===== src/rtl/pc_unit.sv =====
// pc_unit: program counter (niaddr priority branch>jump/jal>jr>pc4, stall holds iaddr), optional return-address stack under PC_UNIT_RAS_EN; ports clk/rst/stall, control decodes in, iaddr/niaddr out, ras_empty/ras_full/ras_miss status out
module pc_unit #(
  parameter int WIDTH = 32,
  parameter logic [WIDTH-1:0] RESET_ADDR = WIDTH'(32'h0000_3000),
  parameter int RAS_DEPTH = 4
) (
  input  logic             clk,
  input  logic             rst,
  input  logic             stall,
  input  logic             branch,
  input  logic             zero,
  input  logic             jump,
  input  logic             jal,
  input  logic             jr,
  input  logic [15:0]      imm16,
  input  logic [25:0]      imm26,
  input  logic [WIDTH-1:0] jr_addr,
  output logic [WIDTH-1:0] iaddr,
  output logic [WIDTH-1:0] niaddr,
  output logic             ras_empty,
  output logic             ras_full,
  output logic             ras_miss
);
  logic [WIDTH-1:0] pc4;
  logic take_br, take_j, take_jr;
  assign pc4 = iaddr + WIDTH'(4);
  assign take_br = branch && zero;
  assign take_j = !take_br && (jump || jal);
  assign take_jr = !take_br && !jump && !jal && jr;
  assign niaddr = take_br ? pc4 + {{(WIDTH-18){imm16[15]}}, imm16, 2'b00} :
                  take_j  ? {iaddr[WIDTH-1:28], imm26, 2'b00} :
                  take_jr ? jr_addr : pc4;
  always_ff @(posedge clk)
    if (rst) iaddr <= RESET_ADDR;
    else if (!stall) iaddr <= niaddr;
`ifdef PC_UNIT_RAS_EN
  localparam int PW = $clog2(RAS_DEPTH);
  localparam int CW = $clog2(RAS_DEPTH + 1);
  logic [WIDTH-1:0] mem [RAS_DEPTH];
  logic [PW-1:0] top, top_inc, top_dec;
  logic [CW-1:0] cnt;
  logic push, pop;
  assign push = take_j && jal && !stall;
  assign pop = take_jr && !stall;
  assign top_inc = top == PW'(RAS_DEPTH - 1) ? '0 : top + 1'b1;
  assign top_dec = top == '0 ? PW'(RAS_DEPTH - 1) : top - 1'b1;
  assign ras_empty = cnt == '0;
  assign ras_full = cnt == CW'(RAS_DEPTH);
  always_ff @(posedge clk)
    if (push) mem[top_inc] <= pc4;
  // top always names the newest entry, so when full the slot after it holds the oldest and a push overwrites it
  always_ff @(posedge clk) begin
    if (rst) begin
      top <= '0;
      cnt <= '0;
      ras_miss <= 1'b0;
    end else begin
      ras_miss <= pop && (ras_empty || mem[top] != jr_addr);
      if (push) begin
        top <= top_inc;
        if (!ras_full) cnt <= cnt + 1'b1;
      end else if (pop && !ras_empty) begin
        top <= top_dec;
        cnt <= cnt - 1'b1;
      end
    end
  end
`else
  assign ras_empty = 1'b1;
  assign ras_full = 1'b0;
  assign ras_miss = 1'b0;
`endif
endmodule

===== config.mk =====
export PLATFORM = sky130hd
export DESIGN_NAME = pc_unit
export DESIGN_NICKNAME = d
export VERILOG_FILES = /design/src/rtl/pc_unit.sv
export SDC_FILE = /design/constraint.sdc
export NUM_CORES = 1
export LEC_CHECK = 0
export CAP_MARGIN = 20
export CELL_PAD_IN_SITES_DETAIL_PLACEMENT = 1
export CELL_PAD_IN_SITES_GLOBAL_PLACEMENT = 1
export CORE_UTILIZATION = 33
export DETAILED_ROUTE_END_ITERATION = 16
export GPL_ROUTABILITY_DRIVEN = 0
export PLACE_DENSITY_LB_ADDON = 0.08
export SETUP_SLACK_MARGIN = 0.5
export SYNTH_ARGS = -nofsm -noshare
export SYNTH_HDL_FRONTEND = slang
export SYNTH_SLANG_ARGS = --single-unit

===== constraint.sdc =====
create_clock -name clk -period 6.28 [get_ports clk]
set_input_delay 1.884 -clock clk [delete_from_list [all_inputs] [get_ports clk]]
set_output_delay 1.884 -clock clk [all_outputs]
set_load 0.02 [all_outputs]

==> impl_metrics.csv, run 1 <==
group,metric,value,unit
logic_synthesis,synth_edf_count,0,
finish,top_register,"iaddr",
sta,setup_viol_count_final,0,
logic_synthesis,yosysWarnings,0,
finish,final_net_count,1048,
floorplanning,start_util,0.339,
sta,post-route-period-util,0.986,
logic_synthesis,async_flop_share,0,
finish,diodes,0,
pwr,leakagePower,3.77,nW
finish,largest_reg_flops,32,
finish,post_route_cells_drive_above_1_share,0.372,
floorplanning,die_h,119,µm
setup_path,path_class,"in -> out",
run,max_cap_viol_count,0,
clock_network,cts.hold.buffers_added,0,
logic_synthesis,synthXorXnorAreaFrac,0.0911,
clock_network,clk_path_buf_depth,2,
drt,drc,0,
outcome,status,"finished, final reports clean",
finish,area_delta_synth_final,86.4,%
sta,finClkSkew,0.0152,ns
sta,fmax,0.161,GHz
clock_network,cts_tree,"done",
drt,drt-wirelength-per-cell,26.8,µm
grt,grt.overflow.total,0,
setup_path,arrival,4.31,ns
logic_synthesis,syn_area,4510,µm²
setup_path,required,4.40,ns
clock_network,h-tree-depth,2,
logic_synthesis,synth_area_leaders,"dfxtp_1 (14%), ha_1 (10%), nand2_1 (6.5%), nor2_1 (4.8%), a21oi_1 (4.7%)",
floorplanning,coreArea,13300,µm²
logic_synthesis,syn_inst,626,
sta,finalHoldViolations,0,
logic_synthesis,synth_compound_area_frac,0.310,
sta,max_slew.worst_pin.slew,0.898,ns
logic_synthesis,synth_fa_ha_area_frac,0.107,
clock_network,cts_root_buf,"clkbuf_16",
finish,top_regs,"iaddr (32)",
finish,num-fill-cells,1560,
setup_path,r2r_start,"iaddr[2]",
drt,drt_iter0_drc,501,
grt,antenna_found_initial,0,
pwr,p_per_area,181,nW/µm²
logic_synthesis,yosysSeqAreaShare,0.142,
hold_path,min-delay-start,"iaddr[1]",
clock_network,path_clk_slew,0.07,ns
grt,grt_usage,0.361,
logic_synthesis,yosysTopAreaCellShare,0.142,
logic_synthesis,avgSynthCellArea,7.20,µm²
logic_synthesis,synth_flop_cell,"dfxtp_1",
clock_network,cts_made_buffers,5,
setup_path,crit_path_start_kind,"input pin",
setup_path,r2r_slack,0.85,ns
sta,rsz0062_at_grt,"yes",
finish,final_cells,1105,
drt,drtAntennaViolNets,0,
clock_network,cts_sinks,32,
logic_synthesis,muxShareOfSynthArea,0.0414,
logic_synthesis,synth-simple-area-share,0.260,
drt,viasPerCell,6.29,
placement,numPlacedInstances,1038,
logic_synthesis,yosysUniqueCellTypes,70,
sta,max_slew_margin,0.400,
setup_path,critPathLaunch,"imm16[4]",
placement,io_buffers,145,
sta,final_max_slew_viol_count,0,
drt,routed_wl,29.6,mm
clock_network,insertion_delay,0.31,ns
pwr,ir_drop,0.0946,mV
setup_path,path_max_fanout,3,
floorplanning,die_area,14100,µm²
floorplanning,row_count,42,
hold_path,min_path_type,"reg -> reg",
logic_synthesis,synth_top_family_by_area,"compound AO/OA/AOI/OAI gates",
grt,grt_pass1_vias,7227,
floorplanning,die_w,119,µm
sta,period_needed,6.19,ns
grt,grt_pass1_wl,39.7,mm
drt,vias,6954,
logic_synthesis,synth_top_area_cell,"dfxtp_1",
setup_path,critPathCaptureType,"primary output",
sta,hold_ws,0.547,ns
floorplanning,io_pins,149,
grt,grt_max_degree,35,
drt,first_pass_iters,7,
logic_synthesis,ys_ff_latch,32,
placement,hpwl,16.3,mm
where the power goes:
group / internal [mW] / leakage, nW / switching [mW]
Sequential: 0.220 / 0.265 / 0.0278
Combinational: 0.461 / 3.43 / 0.496
Clock: 0.188 / 0.0808 / 0.125
kinds of logic (layout without fill, tap and decap cells):
kind of cell               Yosys count  in the layout
and+or+nand+nor                    239            239
AOI/OAI and AO/OA                  203            203
buffers and inverters               48            350
xor gates and xnor gates            46             46
adders and majority gates           38             38
DFF                                 32             32
muxes                               18             18
other                                2              3
placed cells by master (no fill, tap or decap), types with 16 or more instances in the layout:
master           instances
and3_1                  21
buf_6                   30
a21oi_1                 28
o21ai_0                 21
ha_1                    16
nand2_1                 68
xnor2_1                 21
nor2_1                  54
nand3_1                 16
o21a_1                  17
dfxtp_1                 31
ha_4                    18
xor2_1                  19
clkdlybuf4s50_1         96
a21o_1                  16
buf_4                  165
area by class of cell:
cell class	count	area, µm²	share of cell area
sequential	32	642	0.0764
clock buffer	6	129	0.0153
tap	176	220	0.0262
timing repair buffer	328	2920	0.348
multi-input combinational	547	4400	0.524
inverter	14	52.6	0.00626
clock inverter	2	35.0	0.00417
layer usage:
metal / part of all wire / track usage
met1: 0.38 / 0.406
met2: 0.49 / 0.650
met3: 0.067 / 0.0498
met4: 0.068 / 0.209
met5: 0 / 0
cell usage after synthesis, types with 4 or more instances:
master,count
clkbuf_1,27
xnor2_1,23
ha_1,37
a211oi_1,9
mux2i_1,16
o21ai_0,31
a21oi_1,42
nand2_1,78
o22ai_1,4
nand4_1,10
o21ai_1,7
xor2_1,22
a221o_1,7
o21bai_1,6
nand2b_1,12
a31oi_1,16
nor2_1,58
o211a_1,5
a21o_1,16
dfxtp_1,32
nand3_1,18
inv_1,14
nor3_1,12
and2_1,5
o21a_1,17
o211ai_1,9
and3_1,22
through the flow:
stage	TNS (ns)	worst slack (ns)	utilization	power (mW)	cell area (µm²)
after floorplan	0	0.453	-	0.602	4590
after global placement	-10.98	-0.711	0.534	0.938	7100
after detailed placement	-11.93	-0.756	0.534	0.959	7100
after CTS	0	0.226	0.604	1.37	8030
after global routing	0	0.0680	0.632	1.55	8400
final	0	0.0867	0.632	1.52	8400
worst max-delay path, cell delays in order:
cell	delay, ns
clkdlybuf4s15_1	0.24
ha_4	0.30
o21ai_2	0.19
nor2_4	0.08
a211oi_4	0.35
nor2_4	0.10
a211o_1	0.30
and3_4	0.19
mux2_4	0.31
or2_4	0.23
buf_6	0.13
final timing paths:
path,endpoint,cells past startpoint
hold reg to reg,iaddr[1],2
hold / removal,iaddr[1],2
setup / recovery,niaddr[29],11
setup reg to reg,iaddr[16],31
timing repair:
action / 4_1_cts / 5_1_grt
gates cloned: 1 / 1
resized for setup: 243 / 91
endpoints found under the setup margin: 31 / 30
pin swaps: 62 / 49
buffers inserted: 41 / 16
Power figures use the tool's default switching activity.
==> run 2: changes to the inputs <==
CORE_ASPECT_RATIO = 0.75   (was unset)
==> impl_metrics.csv, run 2 (synthesized netlist as in run 1, its figures left out) <==
group,metric,value,unit
run,max_cap_viol_count,0,
drt,drtAntennaViolNets,0,
clock_network,cts_root_buf,"clkbuf_16",
finish,area_delta_synth_final,89.0,%
sta,finalHoldViolations,0,
pwr,ir_drop,0.111,mV
pwr,p_per_area,179,nW/µm²
pwr,power_switching,679,µW
finish,seq_area,641,µm²
sta,finClkSkew,0.0119,ns
sta,rsz0062_at_grt,"yes",
finish,mostFrequentLayoutCells,"buf_4 (163), clkdlybuf4s50_1 (97), nand2_1 (72)",
finish,diodes,0,
pwr,pwr-share-clk,0.183,
outcome,status,"finished with violations",
sta,setup_viol_count_final,1,
finish,post_route_cells_drive_above_1_share,0.376,
pwr,intPower,842,µW
setup_path,arrival,4.43,ns
grt,grt_pass1_vias,7061,
setup_path,path_class,"reg -> out",
clock_network,cts.hold.buffers_added,0,
floorplanning,row_count,36,
placement,hpwl,17.3,mm
sta,max_slew_margin,0.372,
sta,post-route-period-util,1.00,
finish,num-fill-cells,1516,
clock_network,h-tree-depth,2,
pwr,p_comb_frac,0.654,
placement,place_ws,-0.804,ns
hold_path,min_path_type,"reg -> reg",
finish,layout_commonest_cell,"buf_4",
grt,grt_pass1_wl,40.1,mm
grt,grt.overflow.total,0,
sta,fmax,0.158,GHz
drt,drt-wirelength-per-cell,28.6,µm
pwr,leakagePower,3.81,nW
pwr,power_switching_share,0.446,
drt,vias,7086,
finish,final_net_count,1053,
placement,placed_cell_area,7130,µm²
finish,top_register,"iaddr",
grt,grt_usage,0.379,
floorplanning,die_area,14100,µm²
placement,io_buffers,145,
setup_path,path_max_fanout,6,
hold_path,min_path_cells,2,
floorplanning,start_util,0.343,
drt,drt_iter0_drc,644,
sta,worst_slack,-0.0304,ns
drt,drc,0,
drt,first_pass_iters,5,
pwr,seqPwrFrac,0.163,
grt,grt_max_degree,32,
finish,design_area,8520,µm²
drt,viasPerCell,6.41,
setup_path,reg2reg_depth,31,
clock_network,cts_tree,"done",
clock_network,cts_sinks,32,
floorplanning,die_w,137,µm
floorplanning,die_h,103,µm
finish,largest_reg_flops,32,
finish,top_regs,"iaddr (32)",
clock_network,insertion_delay,0.31,ns
floorplanning,coreArea,13200,µm²
floorplanning,io_pins,149,
finish,multiInputGateArea,4470,µm²
grt,antenna_found_initial,0,
clock_network,path_clk_slew,0.08,ns
setup_path,required,4.40,ns
sta,period_needed,6.31,ns
sta,final_max_slew_viol_count,0,
drt,routed_wl,31.6,mm
sta,max_slew.worst_pin.slew,0.941,ns
clock_network,cts_made_buffers,5,
setup_path,critPathCaptureType,"primary output",
outcome,violations,"setup timing",
clock_network,clk_path_buf_depth,2,
setup_path,crit_path_start_kind,"flop",
sta,hold_ws,0.489,ns
-- run 2: final timing paths --
path                                 from          to  slack, ns
worst min register to register   iaddr[0]    iaddr[0]       0.49
worst max register to register   iaddr[6]   iaddr[16]       0.73
worst min-delay path             iaddr[0]    iaddr[0]       0.49
worst max-delay path            iaddr[19]  niaddr[31]      -0.03
-- run 2: timing repair --
action,CTS,global route
endpoints found under the hold margin,0,0
pin swaps,61,40
setup endpoints to repair,32,27
buffers inserted,38,19
gates resized for setup,268,83
cloned,1,0
-- run 2: routing by layer --
layer / wire length, µm / global-route usage / vias to the layer above
met3: 3000 / 0.0721 / 197
met5: 56 / 0 / -
met1: 12200 / 0.471 / 3459
met4: 2080 / 0.178 / 2
li1: - / - / 2913
met2: 14200 / 0.635 / 515
-- run 2: final cells by class --
| cell class | count | area share |
|---|---|---|
| Timing Repair Buffer | 333 | 0.352 |
| Multi-Input combinational cell | 547 | 0.524 |
| Inverter | 14 | 0.00617 |
| Clock inverter | 3 | 0.00279 |
| Tap cell | 171 | 0.0251 |
| Clock buffer | 5 | 0.0147 |
| Sequential cell | 32 | 0.0752 |
-- run 2: metrics by stage --
| stage | instances | utilization | setup TNS [ns] | power, mW |
|---|---|---|---|---|
| 2_1_floorplan | 627 | - | 0 | 0.602 |
| 3_5_place_dp | 1039 | 0.542 | -13.51 | 0.964 |
| 4_1_cts | 1086 | 0.616 | 0 | 1.35 |
| 3_3_place_gp | 1039 | 0.542 | -11.10 | 0.940 |
| 5_1_grt | 1105 | 0.647 | -0.126 | 1.56 |
| 6_report | 1105 | 0.647 | -0.0304 | 1.52 |
-- run 2: worst max-delay path: stages, from the launching register on --
cell,delay (ns)
dfxtp_1,0.48
and3_1,0.36
and3_1,0.33
nand4_1,0.18
xnor2_1,0.56
ha_1,0.37
and4_1,0.23
a221o_1,0.36
buf_4,0.16
buf_6,0.12
a211oi_4,0.26
buf_4,0.18
o211a_1,0.17
nor4_2,0.06
nor2_1,0.13
buf_4,0.16
-- run 2: power by group through the flow --
stage	combinational (mW)	clock, mW	sequential (mW)
3_5_place_dp	0.716	0	0.248
4_1_cts	0.839	0.269	0.244
5_1_grt	1.03	0.281	0.248
6_report	0.994	0.279	0.248
2_1_floorplan	0.338	0	0.265
3_3_place_gp	0.693	0	0.247
